===== src/rtl/mem_arbiter.sv =====
// Single-port line-memory arbiter between a core (priority) and a host loader/debug port.
// Define ARB_STARVE_GUARD_EN to force a host grant after STARVE_MAX consecutive host wait cycles.
module mem_arbiter #(
    parameter int ADDR_W     = 10,
    parameter int DATA_W     = 32,
    parameter int STARVE_MAX = 8
) (
    input  logic              i_clk,
    input  logic              i_rst,
    input  logic              i_core_re,
    input  logic              i_core_we,
    input  logic [31:0]       i_core_addr,
    input  logic [DATA_W-1:0] i_core_wdata,
    output logic              o_core_stall,
    output logic [DATA_W-1:0] o_core_rdata,
    output logic              o_core_rvld,
    output logic              o_addr_err,
    input  logic              i_host_req,
    input  logic              i_host_we,
    input  logic [ADDR_W-1:0] i_host_addr,
    input  logic [DATA_W-1:0] i_host_wdata,
    output logic              o_host_gnt,
    output logic [DATA_W-1:0] o_host_rdata,
    output logic              o_host_rvld,
    output logic              o_mem_re,
    output logic              o_mem_we,
    output logic [ADDR_W-1:0] o_mem_addr,
    output logic [DATA_W-1:0] o_mem_wdata,
    input  logic [DATA_W-1:0] i_mem_rdata
);
    // Read tag: who owns the data arriving on i_mem_rdata this cycle.
    localparam logic [1:0] TAG_NONE = 2'd0;
    localparam logic [1:0] TAG_CORE = 2'd1;
    localparam logic [1:0] TAG_HOST = 2'd2;
    localparam logic [1:0] TAG_CERR = 2'd3;

    logic              core_req, core_load, core_bad;
    logic              force_host, core_go, core_mem, host_go;
    logic [1:0]        tag_d, tag_q;
    logic              err_d, err_q;
    logic [DATA_W-1:0] core_hold_q, host_hold_q;

    assign core_req  = i_core_re | i_core_we;
    assign core_load = i_core_re & ~i_core_we;
    assign core_bad  = |i_core_addr[31:ADDR_W];

`ifdef ARB_STARVE_GUARD_EN
    localparam logic [7:0] STARVE_LIM = 8'(STARVE_MAX);
    logic [7:0] starve_d, starve_q;

    assign force_host = i_host_req && (starve_q == STARVE_LIM);

    always_comb begin
        starve_d = starve_q;
        if (!i_host_req || host_go)
            starve_d = '0;
        else if (starve_q != STARVE_LIM)
            starve_d = starve_q + 8'd1;
    end

    always_ff @(posedge i_clk) begin
        if (i_rst) starve_q <= '0;
        else       starve_q <= starve_d;
    end
`else
    assign force_host = 1'b0;
`endif

    assign core_go      = ~i_rst & core_req & ~force_host;
    assign core_mem     = core_go & ~core_bad;
    assign host_go      = ~i_rst & i_host_req & (force_host | ~core_req);
    assign o_core_stall = ~i_rst & core_req & force_host;
    assign o_host_gnt   = host_go;

    always_comb begin
        // NOTE: every output of this block gets a default first so no path can infer a latch.
        o_mem_re    = 1'b0;
        o_mem_we    = 1'b0;
        o_mem_addr  = '0;
        o_mem_wdata = '0;
        tag_d       = TAG_NONE;
        if (core_mem) begin
            o_mem_re    = core_load;
            o_mem_we    = i_core_we;
            o_mem_addr  = i_core_addr[ADDR_W-1:0];
            o_mem_wdata = i_core_we ? i_core_wdata : '0;
        end else if (host_go) begin
            o_mem_re    = ~i_host_we;
            o_mem_we    = i_host_we;
            o_mem_addr  = i_host_addr;
            o_mem_wdata = i_host_we ? i_host_wdata : '0;
        end
        if (core_go && core_load)
            tag_d = core_bad ? TAG_CERR : TAG_CORE;
        else if (host_go && !i_host_we)
            tag_d = TAG_HOST;
    end

    assign err_d = core_go & core_bad;

    // Return path: the live value on the rvld cycle, otherwise the last returned value.
    assign o_core_rvld  = ~i_rst & ((tag_q == TAG_CORE) | (tag_q == TAG_CERR));
    assign o_host_rvld  = ~i_rst & (tag_q == TAG_HOST);
    assign o_addr_err   = ~i_rst & err_q;
    assign o_core_rdata = i_rst               ? '0          :
                          (tag_q == TAG_CORE) ? i_mem_rdata :
                          (tag_q == TAG_CERR) ? '0          : core_hold_q;
    assign o_host_rdata = i_rst               ? '0          :
                          (tag_q == TAG_HOST) ? i_mem_rdata : host_hold_q;

    // NOTE: state updates use non-blocking assignments so every flop samples pre-edge values.
    always_ff @(posedge i_clk) begin
        if (i_rst) begin
            tag_q       <= TAG_NONE;
            err_q       <= 1'b0;
            core_hold_q <= '0;
            host_hold_q <= '0;
        end else begin
            tag_q <= tag_d;
            err_q <= err_d;
            if (o_core_rvld) core_hold_q <= o_core_rdata;
            if (o_host_rvld) host_hold_q <= o_host_rdata;
        end
    end
endmodule


===== config.mk =====
export PLATFORM = sky130hd
export DESIGN_NAME = mem_arbiter
export DESIGN_NICKNAME = d
export VERILOG_FILES = /design/src/rtl/mem_arbiter.sv
export SDC_FILE = /design/constraint.sdc
export NUM_CORES = 1
export LEC_CHECK = 0
export CORE_MARGIN = 10
export CORE_UTILIZATION = 35
export DETAILED_ROUTE_END_ITERATION = 8
export PLACE_DENSITY = 0.82
export SETUP_SLACK_MARGIN = 0.3
export SYNTH_ARGS = -nofsm -noshare
export SYNTH_HDL_FRONTEND = slang
export SYNTH_SLANG_ARGS = --single-unit

===== constraint.sdc =====
create_clock -name i_clk -period 2.1 [get_ports i_clk]
set_input_delay 0.42 -clock i_clk [delete_from_list [all_inputs] [get_ports i_clk]]
set_output_delay 0.42 -clock i_clk [all_outputs]
set_load 0.01 [all_outputs]

==> impl_metrics.tcl, run 1 <==
set metrics [dict create \
    outcome "finished with violations" \
    violations "negative setup slack" \
    fin_crit_sh_pct 111 \
    p_leak_uw 0.00375 \
    seq_area_frac_synth_pct 38.4 \
    place_worst_setup_slack_ns -1.03 \
    startpoint_type "primary input" \
    cts_max_path_buffers 2 \
    layout-drive-gt1-share_pct 51.6 \
    irDropWorstVdd_v 0.000312 \
    critPathCaptureType "output port" \
    hold_start "host_hold_q[14]$_SDFFE_PP0P_" \
    path_max_fanout 7 \
    skew_ns 0.0122 \
    critical_path_class "primary input to output port" \
    grt_max_degree 40 \
    overflow 0 \
    r2r_end "host_hold_q[10]$_SDFFE_PP0P_" \
    route.vias.total 5202 \
    portBuffers 255 \
    fill_cells 502 \
    rsz0062_at_grt "true" \
    synth_compound_area_share_pct 24.9 \
    wl_per_cell_um 22.8 \
    synth_edf_count 0 \
    clock-root-buffer "clkbuf_8" \
    syn_inst 502 \
    synth_top_family_by_area "simple AND/OR/NAND/NOR gates" \
    first_pass_iters 5 \
    synth_xor_area_share_pct 0 \
    stdcell_count 989 \
    h-tree-depth 3 \
    ant_nets 0 \
    gp_congestion 0.915 \
    rr_worst_depth 9 \
    dominantRegCellSynth "dfxtp_1" \
    cts_buffers 9 \
    synthAdderAreaFrac_pct 0 \
    timing.rr.start "tag_q[0]$_SDFF_PP0_" \
    grt_pass1_wl_um 30400 \
    hold_path_end "host_hold_q[14]$_SDFFE_PP0P_" \
    async_flop_share_pct 0 \
    setup_viol 81 \
    ys_seq_elements 67 \
    maxCapViolations 0 \
    finalWirelength_um 22500 \
    startpoint "i_core_addr[30]" \
    antenna_found_initial 2 \
    viasPerCell 5.26 \
    fp.dieH_um 120 \
    yosysWarnings 0 \
    ios 257 \
    core_mm2 0.00973 \
    slew_viol_final 0 \
    hold_class "flop to flop" \
    hold_depth 2 \
    hold_buffers 0 \
    syn_area_mm2 0.00349 \
    synth.distinct_cells 26 \
    clock_latency_ns 0.36 \
    syn_to_final_growth_pct 143 \
    clk_pin_slew_ns 0.07 \
    dieArea_mm2 0.0144 \
    nNetsFinal 994 \
    tns_ns -8.45 \
    drt-initial-drc-count 347 \
    dp_cells 882 \
    synth.mux.area_fraction_pct 0 \
    final_area_mm2 0.00849 \
    powerDensity_mw_per_mm2 418 \
    start_util_pct 35.9 \
    cts_tree "done" \
    syn_avg_cell_area_um2 6.96 \
    drc 0 \
    fin_crit_ns 2.33 \
    track_usage_pct 26.5 \
    timing.final.ws_setup_ns -0.228 \
    cp.arrival_ns 1.91 \
    synthSimpleGateAreaFrac_pct 30.9 \
    die_w_um 120 \
    dp_hpwl_um 12700 \
    fmax_ghz 0.430 \
    place_area_mm2 0.00636 \
    reg2reg_slack_ns 0.57 \
    cp.required_ns 1.68 \
    synth_nets 646 \
    grt_pass1_vias 5264 \
    cts_sinks 67 \
    hold_viol 0 \
    placementRows 36 \
]
-- logic make-up after synthesis --
family                 Yosys count
buffers and inverters           45
AO/OA/AOI/OAI                  142
other                            1
flip-flops                      67
AND/OR/NAND/NOR                247
-- final cells by class --
cell class	count	area, um^2	share of cell area (%)
clock buffer	13	159	1.87
multi-input combinational	390	2960	34.9
timing repair buffer	381	3810	44.8
clock inverter	2	35.0	0.413
tap	133	166	1.96
antenna	2	5.00	0.0590
sequential	67	1350	15.9
inverter	1	3.75	0.0442
-- routing by layer --
metal | GRT usage [%] | vias to the layer above | wire [um]
li1 | - | 2349 | -
met1 | 25.6 | 2497 | 7650
met5 | 0 | - | 0
met4 | 10.9 | 0 | 1060
met2 | 51.6 | 288 | 12300
met3 | 7.17 | 68 | 1490
-- synthesized netlist by cell type, types with 2 or more instances --
cell / instances / area (um^2)
nand2b_1: 2 / 12.5
nor4_1: 2 / 12.5
o21ai_2: 30 / 263
nor4_2: 3 / 37.5
clkbuf_1: 33 / 124
a22o_1: 10 / 87.6
nor2_1: 69 / 259
a21oi_1: 96 / 480
dfxtp_1: 67 / 1340
nand2_1: 130 / 488
o21ai_0: 3 / 15.0
buf_2: 5 / 25.0
nor2b_1: 36 / 225
buf_6: 3 / 33.8
buf_1: 2 / 7.51
-- worst max path at each step --
stage / endpoint / slack (ns)
floorplan: o_mem_wdata[10] / 0.12
global placement: o_mem_wdata[18] / -0.95
detailed placement: o_mem_wdata[18] / -1.03
CTS: o_mem_wdata[18] / -0.24
global route: o_mem_wdata[1] / -0.32
finish: o_mem_wdata[1] / -0.23
-- layout by cell type, fill, tap and decap left out, types with 3 or more instances in the layout --
cell / netlist / routed
o21ai_4: 0 / 9
nand2_2: 0 / 5
a21oi_2: 0 / 32
nand2_1: 130 / 83
a21oi_4: 0 / 32
a21oi_1: 96 / 32
nor2_2: 0 / 10
buf_6: 3 / 71
buf_16: 0 / 12
nor2b_1: 36 / 29
clkdlybuf4s15_1: 0 / 4
buf_2: 5 / 96
nor4_2: 3 / 3
buf_4: 1 / 48
nand2_4: 0 / 42
a22o_1: 10 / 10
nor2b_2: 0 / 5
dfxtp_1: 67 / 65
o21ai_2: 30 / 22
clkdlybuf4s50_1: 0 / 117
bufbuf_16: 0 / 4
dlygate4sd2_1: 0 / 5
buf_12: 0 / 18
clkbuf_8: 0 / 11
nor2_1: 69 / 59
-- where the power goes --
part | total [uW] | leakage, uW | internal [uW] | switching (uW)
combinational | 1090 | 0.00311 | 604 | 484
sequential | 1340 | 0.000546 | 1320 | 28.4
clock | 1120 | 0.0000995 | 607 | 510
-- per-stage QoR --
step | hold WS, ns | util [%] | power (uW)
after global placement | 0.450 | 65.4 | 2060
final | 0.482 | 87.2 | 3550
after floorplan | 0.444 | - | 1590
after detailed placement | 0.458 | 65.4 | 2070
after global routing | 0.502 | 87.2 | 3660
after CTS | 0.444 | 79.4 | 3350
-- flip-flops by register name, indices dropped and copies added (netlist names) --
signal and count:
core_hold_q 32, err_q 1, host_hold_q 32, tag_q 2
-- critical path, stage by stage --
cell,delay [ns]
buf_6,0.09
nor4_2,0.29
nand2_2,0.11
or3_4,0.51
buf_16,0.19
o21ai_2,0.14
buf_6,0.14
-- repair_timing --
item | 4_1_cts | 5_1_grt
endpoints found under the hold margin | 0 | 0
endpoints found under the setup margin | 112 | 111
setup buffers | 41 | 31
gates cloned | 16 | 2
pin swaps | 95 | 48
resized for setup | 765 | 103
No activity file was read; power rests on OpenSTA's default activity.
==> run 2, diff against run 1 <==
--- a/config.mk
+++ b/config.mk
@@ -5,11 +5,13 @@
 export SDC_FILE = /design/constraint.sdc
 export NUM_CORES = 1
 export LEC_CHECK = 0
+export ABC_AREA = 1
 export CORE_MARGIN = 10
-export CORE_UTILIZATION = 35
+export CORE_UTILIZATION = 36
 export DETAILED_ROUTE_END_ITERATION = 8
 export PLACE_DENSITY = 0.82
 export SETUP_SLACK_MARGIN = 0.3
+export SKIP_LAST_GASP = 1
 export SYNTH_ARGS = -nofsm -noshare
 export SYNTH_HDL_FRONTEND = slang
 export SYNTH_SLANG_ARGS = --single-unit
==> impl_metrics.tcl, run 2 <==
set metrics [dict create \
    dominantRegCellSynth "dfxtp_1" \
    path_max_fanout 5 \
    nNetsFinal 1145 \
    cp.required_ns 1.68 \
    skew_ns 0.0186 \
    drt-initial-drc-count 899 \
    first_pass_iters 7 \
    dp_cells 1009 \
    hold_viol 0 \
    gp_congestion 0.867 \
    seq_area_frac_synth_pct 36.5 \
    drc 0 \
    final_cell_mix "137 x nand2_1, 116 x clkdlybuf4s50_1, 97 x buf_4" \
    grt_pass1_vias 6265 \
    wl_per_cell_um 27.3 \
    die_w_um 121 \
    clock-root-buffer "clkbuf_8" \
    syn_to_final_growth_pct 153 \
    yosysWarnings 0 \
    syn_avg_cell_area_um2 6.09 \
    hold_class "flop to flop" \
    cp.arrival_ns 1.95 \
    start_util_pct 37.3 \
    cts_tree "done" \
    grt_max_degree 68 \
    viasPerCell 5.98 \
    fin_crit_sh_pct 113 \
    async_flop_share_pct 0 \
    h-tree-depth 3 \
    clock_latency_ns 0.38 \
    reg_top3 "core_hold_q (32), host_hold_q (32), tag_q (2)" \
    total_power_uw 3940 \
    synth.distinct_cells 19 \
    core_mm2 0.00986 \
    layout-drive-gt1-share_pct 51.3 \
    synthTopCellsByCount "155 x nand2_1, 111 x nor2_1, 77 x nand3_1" \
    synth_edf_count 0 \
    irDropWorstVdd_v 0.000272 \
    fill_cells 290 \
    ant_nets 0 \
    grt_pass1_wl_um 33700 \
    fin_crit_ns 2.37 \
    portBuffers 255 \
    ios 257 \
    slew_viol_final 0 \
    cts_max_path_buffers 2 \
    ys_seq_elements 67 \
    timing.final.ws_setup_ns -0.268 \
    startpoint_type "flop" \
    fp.dieH_um 121 \
    powerDensity_mw_per_mm2 423 \
    ys_top_cells_by_area "dfxtp_1 36%, nand2_1 16%, nor2_1 11%, nand3_1 10%, a21oi_1 8.7%" \
    critPathCaptureType "output port" \
    stdcell_count 1142 \
    antenna_found_initial 4 \
    syn_inst 604 \
    p_leak_uw 0.00431 \
    rsz0062_at_grt "true" \
    finalWirelength_um 31200 \
    fmax_ghz 0.422 \
    route.vias.total 6832 \
    layout_commonest_cell "nand2_1" \
    synth.top_cell.area_share_pct 36.5 \
    syn_area_mm2 0.00368 \
    setup_viol 68 \
    synth_nets 748 \
    violations "negative setup slack" \
    cts_buffers 9 \
    synth_most_common_cell "nand2_1" \
    placementRows 36 \
    overflow 0 \
    hold_buffers 0 \
    dp_hpwl_um 13600 \
    dieArea_mm2 0.0147 \
    clk_pin_slew_ns 0.07 \
    cts_sinks 67 \
    synth_top_area_cell "dfxtp_1" \
    track_usage_pct 29.0 \
    critical_path_class "flop to output port" \
    outcome "finished with violations" \
    maxCapViolations 0 \
]
==> run 2: cell count changes after synthesis, sizes merged, moves of 5 or more <==
cell | before | now
a21oi | 96 | 64
a22o | 10 | 0
buf | 11 | 24
clkbuf | 33 | 20
inv | 1 | 43
nand2 | 130 | 156
nand3 | 0 | 77
nor2 | 69 | 116
nor2b | 36 | 0
nor4 | 5 | 0
==> run 2: cell families after synthesis <==
family	after synthesis	share of synthesized area (%)
compound gates	98	13.3
buf+inv	87	10.6
flops	67	36.5
other cells	1	0.102
simple gates	351	39.5
==> run 2: area by class of cell <==
class	instances	area, um^2	area share (%)
repair buffers	430	4260	45.8
clock buffers	12	155	1.67
inverters	43	176	1.90
flip-flops and latches	67	1350	14.5
diodes	3	7.51	0.0807
well taps	133	166	1.79
clock inverters	4	48.8	0.525
multi-input cells	450	3140	33.8
==> run 2: routing by layer <==
layer | up-vias | routed length [um] | GRT usage (%)
li1 | 2738 | - | -
met1 | 3158 | 9590 | 26.4
met2 | 673 | 14700 | 54.0
met3 | 261 | 4060 | 10.7
met4 | 2 | 2780 | 16.6
met5 | - | 13 | 0
==> run 2: critical path: stages, from the launching register on <==
cell,delay [ns]
dfxtp_4,0.40
buf_6,0.11
buf_6,0.12
buf_12,0.13
buf_8,0.13
nand3_4,0.09
a21oi_2,0.35
buf_2,0.24
==> run 2: timing repair <==
action	4_1_cts	5_1_grt
resized for setup	748	197
setup buffers	52	41
hold endpoints to repair	0	0
endpoints found under the setup margin	112	112
pin swaps	75	84
cloned	17	4
==> run 2: metrics by stage <==
stage | hold WS [ns] | util, % | setup slack [ns] | TNS [ns] | cell area (um^2)
detailed placement | 0.465 | 68.0 | -0.716 | -33.51 | 6710
floorplan | 0.451 | - | 0.379 | 0 | 3680
finish | 0.525 | 94.3 | -0.268 | -4.62 | 9300
global route | 0.539 | 94.3 | -0.251 | -8.23 | 9300
global placement | 0.459 | 68.0 | -0.665 | -30.88 | 6710
CTS | 0.464 | 82.4 | -0.0628 | -0.485 | 8130
==> run 2: path summary, 6_finish.rpt <==
check	start	to	slack, ns	cells after the start
setup / recovery	tag_q[0]$_SDFF_PP0_	o_core_rdata[12]	-0.27	7
hold / removal	core_hold_q[24]$_SDFFE_PP0P_	core_hold_q[24]$_SDFFE_PP0P_	0.53	2
setup reg to reg	tag_q[0]$_SDFF_PP0_	host_hold_q[14]$_SDFFE_PP0P_	0.23	12
hold reg to reg	core_hold_q[24]$_SDFFE_PP0P_	core_hold_q[24]$_SDFFE_PP0P_	0.53	2
==> run 2: where the power goes <==
group	internal (uW)	switching [uW]	leakage, uW	total [uW]
Combinational	678	671	0.00365	1350
Clock	613	602	0.000106	1220
Sequential	1330	41.5	0.000548	1370
